--- src/rtl/io_responder_pkg.sv ---
// rtl/io_responder_pkg.sv - shared types and widths for the IN/OUT responder
package io_responder_pkg;

    localparam int SW_W   = 15;
    localparam int DATA_W = 32;

    typedef enum logic [1:0] {
        IO_IDLE         = 2'd0,
        IO_WAIT_PRESS   = 2'd1,
        IO_ACK          = 2'd2,
        IO_WAIT_RELEASE = 2'd3
    } io_state_e;

    // Switch bank zero-extended to the register width for write-back
    function automatic logic [DATA_W-1:0] extend_sw(input logic [SW_W-1:0] sw);
        return {{(DATA_W - SW_W){1'b0}}, sw};
    endfunction

endpackage

--- src/rtl/io_responder_if.sv ---
// rtl/io_responder_if.sv - core/board side signal bundle of the IN/OUT responder
interface io_responder_if;
    import io_responder_pkg::*;

    logic              input_flag;
    logic              output_flag;
    logic [DATA_W-1:0] out_data;
    logic              insert;
    logic [SW_W-1:0]   SW;
    logic              stall;
    logic              done;
    logic [DATA_W-1:0] user_input;
    logic [DATA_W-1:0] display;
    logic [1:0]        state_dbg;

    modport master (
        output input_flag, output_flag, out_data, insert, SW,
        input  stall, done, user_input, display, state_dbg
    );

    modport slave (
        input  input_flag, output_flag, out_data, insert, SW,
        output stall, done, user_input, display, state_dbg
    );
endinterface

--- src/rtl/io_debounce.sv ---
// rtl/io_debounce.sv - pushbutton synchronizer, debouncer and press detector
module io_debounce #(
    parameter int DEBOUNCE_CYCLES = 16
) (
    input  logic clk,
    input  logic reset,
    input  logic raw,
    output logic level,
    output logic press
);
    localparam int CW = (DEBOUNCE_CYCLES > 2) ? $clog2(DEBOUNCE_CYCLES) : 1;
    localparam logic [CW-1:0] LAST = CW'(DEBOUNCE_CYCLES - 1);

    logic          sync1;
    logic          sync2;
    logic [CW-1:0] cnt;

    // Two-flop synchronizer, then flip the level only after a full run of disagreeing samples
    always_ff @(posedge clk) begin
        if (reset) begin
            sync1 <= 1'b0;
            sync2 <= 1'b0;
            level <= 1'b0;
            cnt   <= '0;
            press <= 1'b0;
        end else begin
            sync1 <= raw;
            sync2 <= sync1;
            press <= 1'b0;
            if (sync2 == level) begin
                cnt <= '0;
            end else if (cnt == LAST) begin
                level <= sync2;
                press <= sync2;
                cnt   <= '0;
            end else begin
                cnt <= cnt + CW'(1);
            end
        end
    end
endmodule

--- src/rtl/io_responder.sv ---
// rtl/io_responder.sv - IN/OUT handshake responder with switch capture and display latch
module io_responder
    import io_responder_pkg::*;
#(
    parameter int DEBOUNCE_CYCLES = 16,
    parameter bit CONFIRM_OUT     = 1'b0
) (
    input logic          CLK,
    input logic          reset,
    io_responder_if.slave io
);
    io_state_e         state;
    logic              is_in;
    logic              level;
    logic              press;
    logic              done_q;
    logic [DATA_W-1:0] user_input_q;
    logic [DATA_W-1:0] display_q;

    io_debounce #(
        .DEBOUNCE_CYCLES(DEBOUNCE_CYCLES)
    ) u_debounce (
        .clk  (CLK),
        .reset(reset),
        .raw  (io.insert),
        .level(level),
        .press(press)
    );

    // The PC is released only in ACK, so one press retires exactly one request
    assign io.stall      = (io.input_flag | (io.output_flag & CONFIRM_OUT)) & (state != IO_ACK);
    assign io.done       = done_q;
    assign io.user_input = user_input_q;
    assign io.display    = display_q;
    assign io.state_dbg  = state;

    // Request FSM; IN wins when both flags are high, and a withdrawn request retires silently
    always_ff @(posedge CLK) begin
        if (reset) begin
            state        <= IO_IDLE;
            is_in        <= 1'b0;
            done_q       <= 1'b0;
            user_input_q <= '0;
            display_q    <= '0;
        end else begin
            done_q <= 1'b0;
            case (state)
                IO_IDLE: begin
                    if (io.input_flag) begin
                        is_in <= 1'b1;
                        state <= IO_WAIT_PRESS;
                    end else if (io.output_flag) begin
                        is_in     <= 1'b0;
                        display_q <= io.out_data;
                        if (CONFIRM_OUT) begin
                            state <= IO_WAIT_PRESS;
                        end else begin
                            done_q <= 1'b1;
                        end
                    end
                end
                IO_WAIT_PRESS: begin
                    if (!io.input_flag && !io.output_flag) begin
                        state <= IO_IDLE;
                    end else if (press) begin
                        if (is_in) begin
                            user_input_q <= extend_sw(io.SW);
                        end
                        done_q <= 1'b1;
                        state  <= IO_ACK;
                    end
                end
                IO_ACK: begin
                    state <= level ? IO_WAIT_RELEASE : IO_IDLE;
                end
                IO_WAIT_RELEASE: begin
                    if (!level) begin
                        state <= IO_IDLE;
                    end
                end
                default: state <= IO_IDLE;
            endcase
        end
    end
endmodule

--- src/flat_wrapper.sv ---
// flat-port wrapper written by rule: the top's interface ports become plain ports
module io_responder_flat import io_responder_pkg::*;
#(
    parameter int DEBOUNCE_CYCLES = 16,
    parameter bit CONFIRM_OUT     = 1'b0
)
  (CLK, reset, io_input_flag, io_output_flag, io_out_data, io_insert, io_SW, io_stall, io_done, io_user_input, io_display, io_state_dbg);
  io_responder_if io_i ();
  input logic CLK;
  input logic reset;
  input wire logic [$bits(io_i.input_flag)-1:0] io_input_flag;
  input wire logic [$bits(io_i.output_flag)-1:0] io_output_flag;
  input wire logic [$bits(io_i.out_data)-1:0] io_out_data;
  input wire logic [$bits(io_i.insert)-1:0] io_insert;
  input wire logic [$bits(io_i.SW)-1:0] io_SW;
  output wire logic [$bits(io_i.stall)-1:0] io_stall;
  output wire logic [$bits(io_i.done)-1:0] io_done;
  output wire logic [$bits(io_i.user_input)-1:0] io_user_input;
  output wire logic [$bits(io_i.display)-1:0] io_display;
  output wire logic [$bits(io_i.state_dbg)-1:0] io_state_dbg;
  assign io_i.input_flag = io_input_flag;
  assign io_i.output_flag = io_output_flag;
  assign io_i.out_data = io_out_data;
  assign io_i.insert = io_insert;
  assign io_i.SW = io_SW;
  assign io_stall = io_i.stall;
  assign io_done = io_i.done;
  assign io_user_input = io_i.user_input;
  assign io_display = io_i.display;
  assign io_state_dbg = io_i.state_dbg;
  io_responder #(.DEBOUNCE_CYCLES(DEBOUNCE_CYCLES), .CONFIRM_OUT(CONFIRM_OUT)) u_core (.CLK(CLK), .reset(reset), .io(io_i));
endmodule
--- config.mk ---
export PLATFORM = sky130hd
export DESIGN_NAME = io_responder_flat
export DESIGN_NICKNAME = d
export VERILOG_FILES = /design/src/rtl/io_responder_pkg.sv /design/src/rtl/io_responder_if.sv /design/src/rtl/io_debounce.sv /design/src/rtl/io_responder.sv /design/src/flat_wrapper.sv
export SDC_FILE = /design/constraint.sdc
export NUM_CORES = 1
export LEC_CHECK = 0
export CORE_MARGIN = 2
export CORE_UTILIZATION = 30
export DETAILED_ROUTE_END_ITERATION = 8
export PLACE_DENSITY = 0.69
export SLEW_MARGIN = 40
export SYNTH_ARGS = -nofsm -noshare
export SYNTH_HDL_FRONTEND = slang
export SYNTH_SLANG_ARGS = --single-unit
--- constraint.sdc ---
create_clock -name CLK -period 3.92 [get_ports CLK]
set_input_delay 0.98 -clock CLK [delete_from_list [all_inputs] [get_ports CLK]]
set_output_delay 0.98 -clock CLK [all_outputs]
set_load 0.005 [all_outputs]
==> impl_metrics.csv, run 1 <==
group,metric,value,unit
run_status,outcome,"completed",
detailed_routing,first_pass_iters,5,
timing,fmax,0.298,GHz
power,p_per_area,366,nW/um^2
power,p_total,1.31,mW
timing,layout_min_cycle_time,3350,ps
grt,overflow,0,
timing,relSlewSlack,54.0,%
floorplan,ios,120,
cts,cts_buffers,9,
cts,hold_buffers,0,
placement,placed_cell_area,3400,um^2
layout,area_delta_synth_final,49.3,%
layout,drive_gt1_share,5.36,%
synth,synth_edf_count,0,
cts,cts_buffer_depth,2,
synth,yosysWarningCount,0,
hold_path,hold_end,"u_core.u_debounce.sync2",
detailed_routing,num_vias,2041,
power,ir_drop,181,uV
floorplan,num_rows,32,
synth,yosysSeqAreaShare,49.1,%
synth,yosysUniqueCellTypes,29,
detailed_routing,drcViolationCount,0,
floorplan,die_h,93.5,um
synth,netlist_area,2400,um^2
grt,grt_start_max_net_pins,73,
synth,synthCells,272,
power,pwr-share-seq,47.7,%
timing,tns,0,ps
power,clkPwrFrac,41.3,%
grt,grt_pass1_wl,8640,um
placement,globalplace.congestion,0.724,
job,drv_cap,0,
critical_path,end_kind,"output pin",
cts,cts.clk_slew.worst_paths,70,ps
floorplan,die-area,8740,um^2
placement,hpwl,3680,um
synth,synth.most_common_cell,"nand2_1",
critical_path,cp_max_fo,8,
power,comb_power_share,10.9,%
power,p_int,1.01,mW
critical_path,rrSetupSlack,2040,ps
critical_path,r2r_end,"u_core.io.display[19]",
critical_path,cp.required,2940,ps
grt,track_usage,12.6,%
floorplan,start_util,31.1,%
synth,avgSynthCellArea,8.84,um^2
synth,yosys_most_used_dff,"dfxtp_1",
power,p_sw_share,22.7,%
placement,port_buffers,102,
critical_path,crit_type,"in -> out",
detailed_routing,drt_iter0_drc,62,
detailed_routing,wl_per_cell,11.5,um
grt,antenna_found_initial,0,
power,netSwitchingPower,0.298,mW
detailed_routing,totalWireLength,5440,um
cts,post_cts_buffers,0,
critical_path,critPathArrivalTime,2370,ps
timing,setup_viol,0,
synth,yosysTopAreaCell,"dfxtp_1",
floorplan,die_w,93.5,um
grt,first_global_vias,1893,
cts,cts_resized,0,
hold_path,min_path_cells,1,
layout,n_antenna_cell,0,
cts,cts_tree,"built",
layout,stdcell_area,3590,um^2
cts,htreeDepth,3,
power,power_leakage,1.31,nW
cts,clock_latency,330,ps
cts,root_buffer,"clkbuf_8",
hold_path,hold_path.class,"reg -> reg",
timing,finalHoldViolCount,0,
cts,clock_sinks,59,
synth,synth_top_area_share,49.1,%
critical_path,timing.rr.start,"u_core.io.state_dbg[0]",
floorplan,core_area,7730,um^2
timing,period_share,85.5,%
timing,slew_viol_final,0,
timing,worst_slew_pin_slew,691,ps
critical_path,start_kind,"input port",
timing,finClkSkew,5.98,ps
timing,rsz0062_at_grt,"false",
synth,yosys-top-cells-count,"nand2_1, dfxtp_1, a21oi_1",
synth,ys_seq_elements,59,
synth,synthArstFlopShare,0,%
hold_path,hp-start,"u_core.u_debounce.sync1",
layout,finalNetCount,421,
detailed_routing,viasPerCell,4.30,
synth,synth.area.top_cells,"dfxtp_1, nand2_1, nand2b_1, a21oi_1, mux2i_1",
critical_path,r2r_cells,3,
detailed_routing,ant_nets,0,
[kinds of logic (layout without fill, tap and decap cells)]
kind of cell	Yosys count	count (layout)	synth area share, %
AO/OA/AOI/OAI	41	41	9.21
XOR/XNOR	3	3	1.09
adder cells (fa/ha/maj)	1	1	0.520
buffers and inverters	37	122	10.0
flip-flops	59	59	49.1
multiplexers	16	16	6.66
other	1	17	0.156
AND/OR/NAND/NOR	114	114	23.2
[critical path: stages]
cell and delay (ps):
clkdlybuf4s50_1 640, a21boi_0 230, clkdlybuf4s50_1 520
[layer usage]
layer | wire length, um | track usage, % | part of all wire [%]
met1 | 2310 | 14.8 | 42
met2 | 2540 | 20.0 | 47
met3 | 502 | 5.16 | 9.2
met4 | 91 | 5.51 | 1.7
met5 | 0 | 0 | 0
[state kept, by name, indices dropped and copies added, names as in the netlist]
signal and flops:
u_core.u_debounce.sync1 1, u_core.io.done 1, u_core.u_debounce.sync2 1, u_core.u_debounce.level 1, u_core.io.display 32, u_core.u_debounce.cnt 4
u_core.u_debounce.press 1, u_core.io.state_dbg 2, u_core.io.user_input 15, u_core.is_in 1
[cell usage in the layout (no fill, tap or decap), types with 2 or more instances in the layout]
cell type,instances
nor2_1,6
dfxtp_1,59
inv_1,3
nand3_1,3
mux2i_1,16
clkinv_2,3
xor2_1,3
nand2_1,65
clkdlybuf4s50_1,101
nand2b_1,30
conb_1,17
clkbuf_8,10
nor2b_1,2
a21oi_1,36
buf_4,2
[final cells by class]
| class | count | area (um^2) |
|---|---|---|
| fill | 769 | 4140 |
| sequential | 59 | 1180 |
| multi-input combinational | 192 | 1050 |
| timing repair buffer | 103 | 1030 |
| clock buffer | 11 | 141 |
| tap | 102 | 128 |
| clock inverter | 5 | 52.6 |
| inverter | 3 | 11.3 |
[power by group through the flow]
stage | clock network (mW) | logic [mW] | registers (mW)
floorplan | 0 | 0.0694 | 0.640
global placement | 0 | 0.144 | 0.639
detailed placement | 0 | 0.145 | 0.640
CTS | 0.569 | 0.146 | 0.626
global route | 0.598 | 0.158 | 0.628
finish | 0.543 | 0.144 | 0.626
[how the worst max path moves through the flow]
stage | slack, ps | cells after the start | end | from
2_1_floorplan | 1770 | 1 | io_stall | io_input_flag
3_3_place_gp | 590 | 3 | io_stall | io_input_flag
3_5_place_dp | 570 | 3 | io_stall | io_input_flag
4_1_cts | 560 | 3 | io_stall | io_input_flag
5_1_grt | 510 | 3 | io_stall | io_input_flag
6_report | 570 | 3 | io_stall | io_input_flag
[metrics by stage]
step	setup WS, ps	hold WS [ps]	util (%)	instances
after detailed placement	566	428	43.9	459
final	569	442	46.5	475
after global routing	514	464	46.5	475
after floorplan	1770	414	-	288
after global placement	590	430	43.9	459
after CTS	562	449	46.5	475
No activity file was read; power rests on OpenSTA's default activity.
==> run 2: changes to the inputs <==
Settings changed: CTS_CLUSTER_DIAMETER set to 150.
==> results of run 2 <==
Same layout as run 1: the final DEF is identical, and so are final timing and power.
